<file path="src/rtl/cpu_pkg.sv">
// Shared CPU constants: default widths, fetch FSM encoding, opcode map.
package cpu_pkg;

    localparam int unsigned PC_W_DEF    = 8;
    localparam int unsigned INSTR_W_DEF = 16;
    localparam int unsigned OPCODE_W    = 4;
    localparam int unsigned NOP_WORD    = 0;

    localparam logic [OPCODE_W-1:0] OP_NOP  = 4'b0000;
    localparam logic [OPCODE_W-1:0] OP_ADD  = 4'b0001;
    localparam logic [OPCODE_W-1:0] OP_SUB  = 4'b0010;
    localparam logic [OPCODE_W-1:0] OP_AND  = 4'b0011;
    localparam logic [OPCODE_W-1:0] OP_OR   = 4'b0100;
    localparam logic [OPCODE_W-1:0] OP_LD   = 4'b0101;
    localparam logic [OPCODE_W-1:0] OP_ST   = 4'b0110;
    localparam logic [OPCODE_W-1:0] OP_JMP  = 4'b0111;
    localparam logic [OPCODE_W-1:0] OP_JAL  = 4'b1000;
    localparam logic [OPCODE_W-1:0] OP_BEQ  = 4'b1001;
    localparam logic [OPCODE_W-1:0] HALT_OP = 4'b1111;

    typedef enum logic {
        ST_RUN    = 1'b0,
        ST_HALTED = 1'b1
    } fetch_state_e;

endpackage

</file>
<file path="src/rtl/pc_reg.sv">
// Program counter with wrap-around incrementer; load beats hold beats increment.
module pc_reg #(
    parameter int unsigned     PC_W     = 8,
    parameter logic [PC_W-1:0] RESET_PC = '0
) (
    input  logic            i_clk,
    input  logic            i_rst,
    input  logic            i_load,
    input  logic            i_hold,
    input  logic [PC_W-1:0] i_target,
    output logic [PC_W-1:0] o_pc
);

    logic [PC_W-1:0] pc_q;
    logic [PC_W-1:0] pc_d;

    always_comb begin
        pc_d = pc_q;
        if (i_load) begin
            pc_d = i_target;
        end else if (!i_hold) begin
            pc_d = pc_q + PC_W'(1);
        end
    end

    always_ff @(posedge i_clk or posedge i_rst) begin
        if (i_rst) begin
            pc_q <= RESET_PC;
        end else begin
            pc_q <= pc_d;
        end
    end

    assign o_pc = pc_q;

endmodule

</file>
<file path="src/rtl/instr_fetch.sv">
// Instruction fetch stage: PC sequencing, IF/ID register and RUN/HALTED control.
module instr_fetch
    import cpu_pkg::*;
#(
    parameter int unsigned     PC_W     = PC_W_DEF,
    parameter int unsigned     INSTR_W  = INSTR_W_DEF,
    parameter logic [PC_W-1:0] RESET_PC = '0
) (
    input  logic               i_clk,
    input  logic               i_rst,
    output logic [PC_W-1:0]    o_imem_addr,
    input  logic [INSTR_W-1:0] i_imem_data,
    input  logic               i_stall,
    input  logic               i_jump,
    input  logic [PC_W-1:0]    i_jump_target,
    input  logic               i_flush,
    output logic [INSTR_W-1:0] o_instr,
    output logic [3:0]         o_opcode,
    output logic [PC_W-1:0]    o_pc,
    output logic [PC_W-1:0]    o_pc_plus1,
    output logic               o_valid
);

    fetch_state_e       state_q, state_d;
    logic [INSTR_W-1:0] instr_q, instr_d;
    logic [PC_W-1:0]    id_pc_q, id_pc_d;
    logic               valid_q, valid_d;
    logic               pc_load;
    logic               pc_hold;
    logic [PC_W-1:0]    pc;

    pc_reg #(
        .PC_W     (PC_W),
        .RESET_PC (RESET_PC)
    ) u_pc_reg (
        .i_clk    (i_clk),
        .i_rst    (i_rst),
        .i_load   (pc_load),
        .i_hold   (pc_hold),
        .i_target (i_jump_target),
        .o_pc     (pc)
    );

    // Priority: jump > flush > stall > advance; the PC only moves on jump or a non-HALT advance.
    always_comb begin
        state_d = state_q;
        instr_d = instr_q;
        id_pc_d = id_pc_q;
        valid_d = valid_q;
        pc_load = 1'b0;
        pc_hold = 1'b1;
        if (i_jump) begin
            pc_load = 1'b1;
            instr_d = INSTR_W'(NOP_WORD);
            valid_d = 1'b0;
            state_d = ST_RUN;
        end else if (i_flush) begin
            instr_d = INSTR_W'(NOP_WORD);
            valid_d = 1'b0;
        end else if (!i_stall) begin
            case (state_q)
                ST_RUN: begin
                    instr_d = i_imem_data;
                    id_pc_d = pc;
                    valid_d = 1'b1;
                    if (i_imem_data[INSTR_W-1 -: 4] == HALT_OP) begin
                        state_d = ST_HALTED;
                    end else begin
                        pc_hold = 1'b0;
                    end
                end
                ST_HALTED: begin
                    instr_d = INSTR_W'(NOP_WORD);
                    valid_d = 1'b0;
                end
                default: state_d = ST_RUN;
            endcase
        end
    end

    always_ff @(posedge i_clk or posedge i_rst) begin
        if (i_rst) begin
            state_q <= ST_RUN;
            instr_q <= INSTR_W'(NOP_WORD);
            id_pc_q <= '0;
            valid_q <= 1'b0;
        end else begin
            state_q <= state_d;
            instr_q <= instr_d;
            id_pc_q <= id_pc_d;
            valid_q <= valid_d;
        end
    end

    assign o_imem_addr = pc;
    assign o_instr     = instr_q;
    assign o_opcode    = instr_q[INSTR_W-1 -: 4];
    assign o_pc        = id_pc_q;
    assign o_pc_plus1  = id_pc_q + PC_W'(1);
    assign o_valid     = valid_q;

endmodule

</file>
<file path="config.mk">
export PLATFORM = sky130hd
export DESIGN_NAME = instr_fetch
export DESIGN_NICKNAME = d
export VERILOG_FILES = /design/src/rtl/cpu_pkg.sv /design/src/rtl/pc_reg.sv /design/src/rtl/instr_fetch.sv
export SDC_FILE = /design/constraint.sdc
export NUM_CORES = 1
export LEC_CHECK = 0
export BUFFER_PORTS_ARGS = -buffer_cell sky130_fd_sc_hd__buf_4
export CAP_MARGIN = 20
export CORE_UTILIZATION = 40
export DETAILED_ROUTE_END_ITERATION = 8
export GPL_ROUTABILITY_DRIVEN = 0
export GPL_TIMING_DRIVEN = 0
export PLACE_DENSITY = 0.79
export SETUP_SLACK_MARGIN = 0.02
export SLEW_MARGIN = 20
export SYNTH_ARGS = -nofsm -noshare
export SYNTH_HDL_FRONTEND = slang
export SYNTH_HIERARCHICAL = 1
export SYNTH_SLANG_ARGS = --single-unit
</file>
<file path="constraint.sdc">
create_clock -name i_clk -period 2.2 [get_ports i_clk]
set_clock_uncertainty 0.05 [all_clocks]
set_input_delay 0.44 -clock i_clk [delete_from_list [all_inputs] [get_ports i_clk]]
set_output_delay 0.44 -clock i_clk [all_outputs]
set_load 0.1 [all_outputs]
</file>
==> flow_summary_export.csv, run 1 <==
group,metric,value,unit
worst_setup_path,critPathArrivalTime,1590,ps
place,hpwl,2940,um
route,avgViaCountPerCell,5.16,
finish,final_nets,243,
clock_network,postCtsHoldBufs,0,
place,pre_cts_slack,-370,ps
clock_network,path_clk_slew,70,ps
synthesis,synthArstFlopShare,100,%
finish,n_antenna_cell,0,
die,die_area,4120,sq um
finish,fill_cells,292,
clock_network,numCtsBuffers,5,
sta,worst_pin_slew,515,ps
sta,relSlewSlack,65.5,%
clock_network,cts_max_path_buffers,2,
route,drtIter0Drc,24,
synthesis,synth_area_per_cell,11.9,sq um
sta,fin_crit_sh,94.7,%
finish,final_common_cell,"buf_4",
die,fp.coreArea,3690,sq um
finish,syn_to_final_growth,58.7,%
grt,antenna_found_initial,0,
grt,grt_pass1_vias,1410,
route,ant_nets,0,
synthesis,synth-edff-count,0,
finish,stdcell_area,2450,sq um
grt,grt_pass1_wl,6400,um
route,drt-wirelength-per-cell,14.5,um
sta,rsz0062_at_grt,"false",
route,routed_wl,3800,um
grt,grt_max_degree,27,
synthesis,ys.flop_type,"dfrtp_1",
worst_setup_path,end_kind,"primary output",
die,io_pins,74,
synthesis,ys_ff_latch,34,
sta,setup_viol,0,
sta,holdWs,23.6,ps
clock_network,cts_htree_levels,2,
synthesis,yosys_warnings,6,
finish,final_cell_mix,"buf_4 (74), dfrtp_1 (27), a22o_1 (16), nand2_1 (11), o21ai_0 (8)",
worst_setup_path,cp_max_fo,6,
die,initial_core_util,41.9,%
finish,regArea,877,sq um
clock_network,clk_latency,270,ps
synthesis,yosysSeqAreaShare,55.0,%
route,drc,0,
synthesis,synth_cells,130,
grt,grt_usage,20.5,%
sta,slew_violations,0,
power,p_leak,1.19,nW
power,vdd_ir_drop_max,0.615,mV
power,pwr_density_cell,1020,nW/um^2
worst_setup_path,start_kind,"flip-flop",
sta,layout_min_cycle_time,2080,ps
route,detail_route.first_pass.iterations,4,
clock_network,cts_root_buf,"clkbuf_8",
sta,max_freq,0.480,GHz
clock_network,clock_sinks,34,
route,vias,1346,
sta,timing.final.ws_setup,116,ps
place,dpl_cell_area,2300,sq um
outcome,status,"finished clean",
finish,drive_above_1_share,54.5,%
synthesis,synth_cell_types,29,
die,die_x,64.2,um
grt,overflow,0,
synthesis,syn-cell-area,1550,sq um
die,num_rows,22,
clock_network,cts_tree,"built",
place,io_buffers,73,
die,fp.dieH,64.2,um
synthesis,synth_nets,161,
run,drv_cap,0,
min_path,min_path_type,"in2async",
worst_setup_path,worstPathRequired,1710,ps
worst_setup_path,worstSetupPathType,"reg2out",
sta,hold_violations,0,
finish,multiInputGateArea,742,sq um
==> cell families after synthesis <==
group / share of synthesized area, %
mux: 5.74
simple gates: 12.6
buf+inv: 5.42
compound gates: 13.9
flops: 55.0
xor+xnor: 5.66
fa+ha+maj: 1.62
==> metal layers <==
metal	share of wire (%)	GRT usage (%)	vias up
li1	-	-	628
met1	40	22.9	654
met2	52	36.8	57
met3	6.8	5.00	7
met4	1.5	8.61	0
met5	0	0	-
==> metrics by stage <==
| stage | power (W) | utilization (%) | std cells | TNS, ps |
|---|---|---|---|---|
| after floorplan | 0.00177 | - | 130 | -166 |
| after global placement | 0.00201 | 62.4 | 251 | -935 |
| after detailed placement | 0.00203 | 62.4 | 251 | -1310 |
| after CTS | 0.00250 | 65.3 | 260 | 0 |
| after global routing | 0.00259 | 66.6 | 261 | 0 |
| final | 0.00250 | 66.6 | 261 | 0 |
==> path summary, 6_finish.rpt <==
kind / from / to / slack [ps] / depth (start not counted)
setup / recovery: o_pc[2] / o_pc_plus1[5] / 120 / 4
hold / removal: i_rst / o_pc[6] / 20 / 2
setup reg to reg: state_q / u_pc_reg/o_pc[7] / 320 / 6
hold reg to reg: o_instr[6] / o_instr[6] / 460 / 1
max in group asynchronous: i_rst / o_pc[1] / 1680 / 3
min in group i_clk: i_jump_target[4] / u_pc_reg/o_pc[4] / 330 / 3
==> critical path, stage by stage, from the launching register on <==
cell and delay (ps):
dfrtp_4 470, nand3_2 200, nor2_2 240, xor2_4 170, buf_6 240
==> synth_stat cells (3+ instances only) <==
cell     count  share of area, %
xnor2_1      5               2.8
nand3_1      4               1.3
a22o_1      16               9.1
nand2_1     11               2.7
nor2_1       4              0.97
o21ai_0      8               2.6
mux2_2       7               5.1
dfrtp_1     34                55
nand4_1      3               1.2
or3_1        3               1.2
inv_1        6               1.5
buf_4        4               1.9
xor2_1       5               2.8
==> report_power, final <==
group	internal (W)	total, W	switching [W]
combinational	0.000304	0.00123	0.000929
clock	0.000255	0.000458	0.000203
sequential	0.000705	0.000812	0.000107
total	0.00126	0.00250	0.00124
==> flip-flops by register name (all words and copies together) (netlist names) <==
| signal | count |
|---|---|
| o_instr | 16 |
| o_pc | 8 |
| o_valid | 1 |
| state_q | 1 |
| u_pc_reg/o_pc | 8 |
==> what timing repair did <==
action                                 CTS  global route
pin swaps                                1             1
resized for setup                        3             4
setup buffers                            1             0
endpoints found under the hold margin    0             0
setup endpoints to repair                5             4
==> cell type report <==
cell class / instances / share of cell area, %
buffer: 8 / 2.50
clock buffer: 8 / 3.67
inverter: 6 / 0.917
multi-input combinational: 82 / 30.2
sequential: 34 / 35.7
tap: 48 / 2.45
timing repair buffer: 75 / 24.5
No activity file was read; power rests on OpenSTA's default activity.
==> run 2, diff against run 1 <==
--- a/config.mk
+++ b/config.mk
@@ -5,13 +5,13 @@
 export SDC_FILE = /design/constraint.sdc
 export NUM_CORES = 1
 export LEC_CHECK = 0
+export ABC_AREA = 1
 export BUFFER_PORTS_ARGS = -buffer_cell sky130_fd_sc_hd__buf_4
-export CAP_MARGIN = 20
 export CORE_UTILIZATION = 40
 export DETAILED_ROUTE_END_ITERATION = 8
 export GPL_ROUTABILITY_DRIVEN = 0
 export GPL_TIMING_DRIVEN = 0
-export PLACE_DENSITY = 0.79
+export PLACE_DENSITY = 0.76
 export SETUP_SLACK_MARGIN = 0.02
 export SLEW_MARGIN = 20
 export SYNTH_ARGS = -nofsm -noshare
==> run 2 against run 1 <==
Against the previous run: register-to-register slack better by 200 ps; sequential power fell by 5.5%; routed wire length is 21% higher; sequential share of layout area decreased by 3.1 points; hold slack better by 47 ps; final area increased by 7.6%; die area up 17%; critical endpoint is now o_pc_plus1[4]; highest routed layer unchanged.
==> flow_summary_export.csv, run 2 <==
group,metric,value,unit
synthesis,syn-cell-area,1830,sq um
finish,largest_reg_flops,16,
sta,layout_min_cycle_time,2080,ps
worst_setup_path,reg2reg_slack,520,ps
synthesis,synth_common_cells,"nand2_1 (70), nand3_1 (55), dfrtp_1 (34)",
clock_network,cts_max_path_buffers,2,
place,io_buffers,72,
sta,rsz0062_at_grt,"false",
clock_network,path_clk_slew,70,ps
die,fp.dieH,69.6,um
grt,grt_pass1_vias,1759,
synthesis,yosys_warnings,6,
clock_network,cts_htree_levels,2,
die,io_pins,74,
route,detail_route.first_pass.iterations,4,
synthesis,synth_area_leaders,"dfrtp_1 (47%), nand3_1 (15%), nand2_1 (14%)",
route,routed_wl,4570,um
route,drtIter0Drc,129,
synthesis,yosysMostFrequentCell,"nand2_1",
die,fp.coreArea,4380,sq um
clock_network,cts_root_buf,"clkbuf_8",
sta,slew_violations,0,
synthesis,synth_nets,264,
sta,setup_viol,0,
worst_setup_path,path_cells,"ha_2 -> nand2_2 -> nor2_4 -> xor2_4 -> buf_8",
grt,met1_usage,25.3,%
sta,hold_violations,0,
clock_network,numCtsBuffers,5,
grt,grt_max_degree,27,
synthesis,netlist.area_leader.share,46.6,%
sta,worst_pin_slew,912,ps
route,drc,0,
synthesis,synthArstFlopShare,100,%
finish,n_antenna_cell,0,
sta,relSlewSlack,38.8,%
die,die_area,4840,sq um
worst_setup_path,cp_max_fo,5,
finish,final_nets,343,
grt,antenna_found_initial,0,
sta,max_freq,0.482,GHz
die,die_x,69.6,um
route,ant_nets,0,
synthesis,ys_ff_latch,34,
synthesis,ys.flop_type,"dfrtp_1",
finish,final_common_cell,"buf_4",
grt,grtUsageMet2,34.4,%
synthesis,synth_area_per_cell,7.83,sq um
synthesis,synth_cell_types,22,
run,drv_cap,0,
worst_setup_path,critPathArrivalTime,1590,ps
route,vias,1769,
synthesis,synth_cells,233,
place,dp.cells,357,
sta,holdWs,70.9,ps
synthesis,yosysSeqAreaShare,46.6,%
die,initial_core_util,41.6,%
worst_setup_path,worstSetupPathType,"reg2out",
clock_network,clock_sinks,34,
synthesis,yosysTopAreaCell,"dfrtp_1",
grt,grt.busiest_layer,"met2",
sta,fin_setup_tns,0,ps
clock_network,clk_latency,280,ps
finish,final_cell_mix,"buf_4 (78), nand2_1 (65), nand3_1 (54), dfrtp_1 (28), inv_1 (17)",
sta,timing.final.ws_setup,124,ps
synthesis,synth-edff-count,0,
grt,grt_pass1_wl,7920,um
worst_setup_path,end_kind,"primary output",
finish,layout.cells.non_filler,365,
outcome,status,"finished clean",
grt,grt_usage,20.4,%
power,p_leak,1.40,nW
grt,use_met3,5.09,%
finish,drive_above_1_share,39.0,%
place,hpwl,3400,um
route,avgViaCountPerCell,4.85,
route,drt-wirelength-per-cell,12.5,um
sta,fin_crit_sh,94.4,%
clock_network,cts_tree,"built",
clock_network,post_cts_buffers,0,
die,num_rows,24,
min_path,min_path_type,"in2async",
worst_setup_path,slowest_delay,460,ps
power,pwr_density_cell,889,nW/um^2
worst_setup_path,start_kind,"flip-flop",
worst_setup_path,worstPathRequired,1710,ps
place,pre_cts_slack,211,ps
worst_setup_path,critical_path.slowest_cell,"dfrtp_4",
power,total_power,0.00235,W
finish,syn_to_final_growth,44.8,%
power,vdd_ir_drop_max,0.449,mV
grt,overflow,0,
==> run 2: power breakdown <==
part	switching (W)	internal, W	leakage (nW)
Combinational	0.000860	0.000242	0.912
Clock	0.000229	0.000251	0.0472
Sequential	0.0000818	0.000685	0.436
Total	0.00117	0.00118	1.40
==> run 2: path summary, 6_finish.rpt <==
path / cells past startpoint / to / start
worst max-delay path: 5 / o_pc_plus1[4] / o_pc[0]
worst min-delay path: 2 / u_pc_reg/o_pc[2] / i_rst
worst max register to register: 6 / u_pc_reg/o_pc[4] / state_q
worst min register to register: 2 / o_instr[3] / o_instr[3]
max in group asynchronous: 2 / o_pc[0] / i_rst
min in group i_clk: 3 / u_pc_reg/o_pc[3] / i_jump_target[3]
==> run 2: worst max-delay path: cells and delay by family (launching register included) <==
kind,cells,cell delay [ps]
buffers and inverters,1,210
AND/OR/NAND/NOR,2,240
flip-flops,1,460
XOR/XNOR,1,160
adder cells (fa/ha/maj),1,220
==> run 2: repair_timing <==
item / CTS / global route
hold buffers: 0 / 0
setup endpoints to repair: 1 / 2
resized for setup: 3 / 5
endpoints found under the hold margin: 0 / 0
==> run 2: logic make-up after synthesis <==
kind of cell,count (synthesis),synth area share (%)
flops,34,46.6
simple gates,147,37.2
compound gates,13,3.84
fa+ha+maj,2,1.37
buf+inv,33,9.05
xor+xnor,4,1.92
==> run 2: per-stage QoR <==
step | instance area [sq um] | util, %
detailed placement | 2520 | 57.6
CTS | 2630 | 60.0
finish | 2640 | 60.3
global route | 2640 | 60.3
global placement | 2520 | 57.6
floorplan | 1920 | -
==> run 2: cell type report <==
type | count | area [sq um]
buffer | 12 | 86.3
clock buffer | 6 | 82.6
clock inverter | 2 | 12.5
fill | 402 | 1740
inverter | 21 | 82.6
multi-input combinational | 166 | 898
sequential | 34 | 863
tap | 52 | 65.1
timing repair buffer | 72 | 552
==> run 2: per-layer routing <==
metal  vias to the layer above  share of wire (%)
li1                        903                  -
met1                       805                 42
met2                        52                 51
met3                         9                4.9
met4                         0                1.5
met5                         -                  0
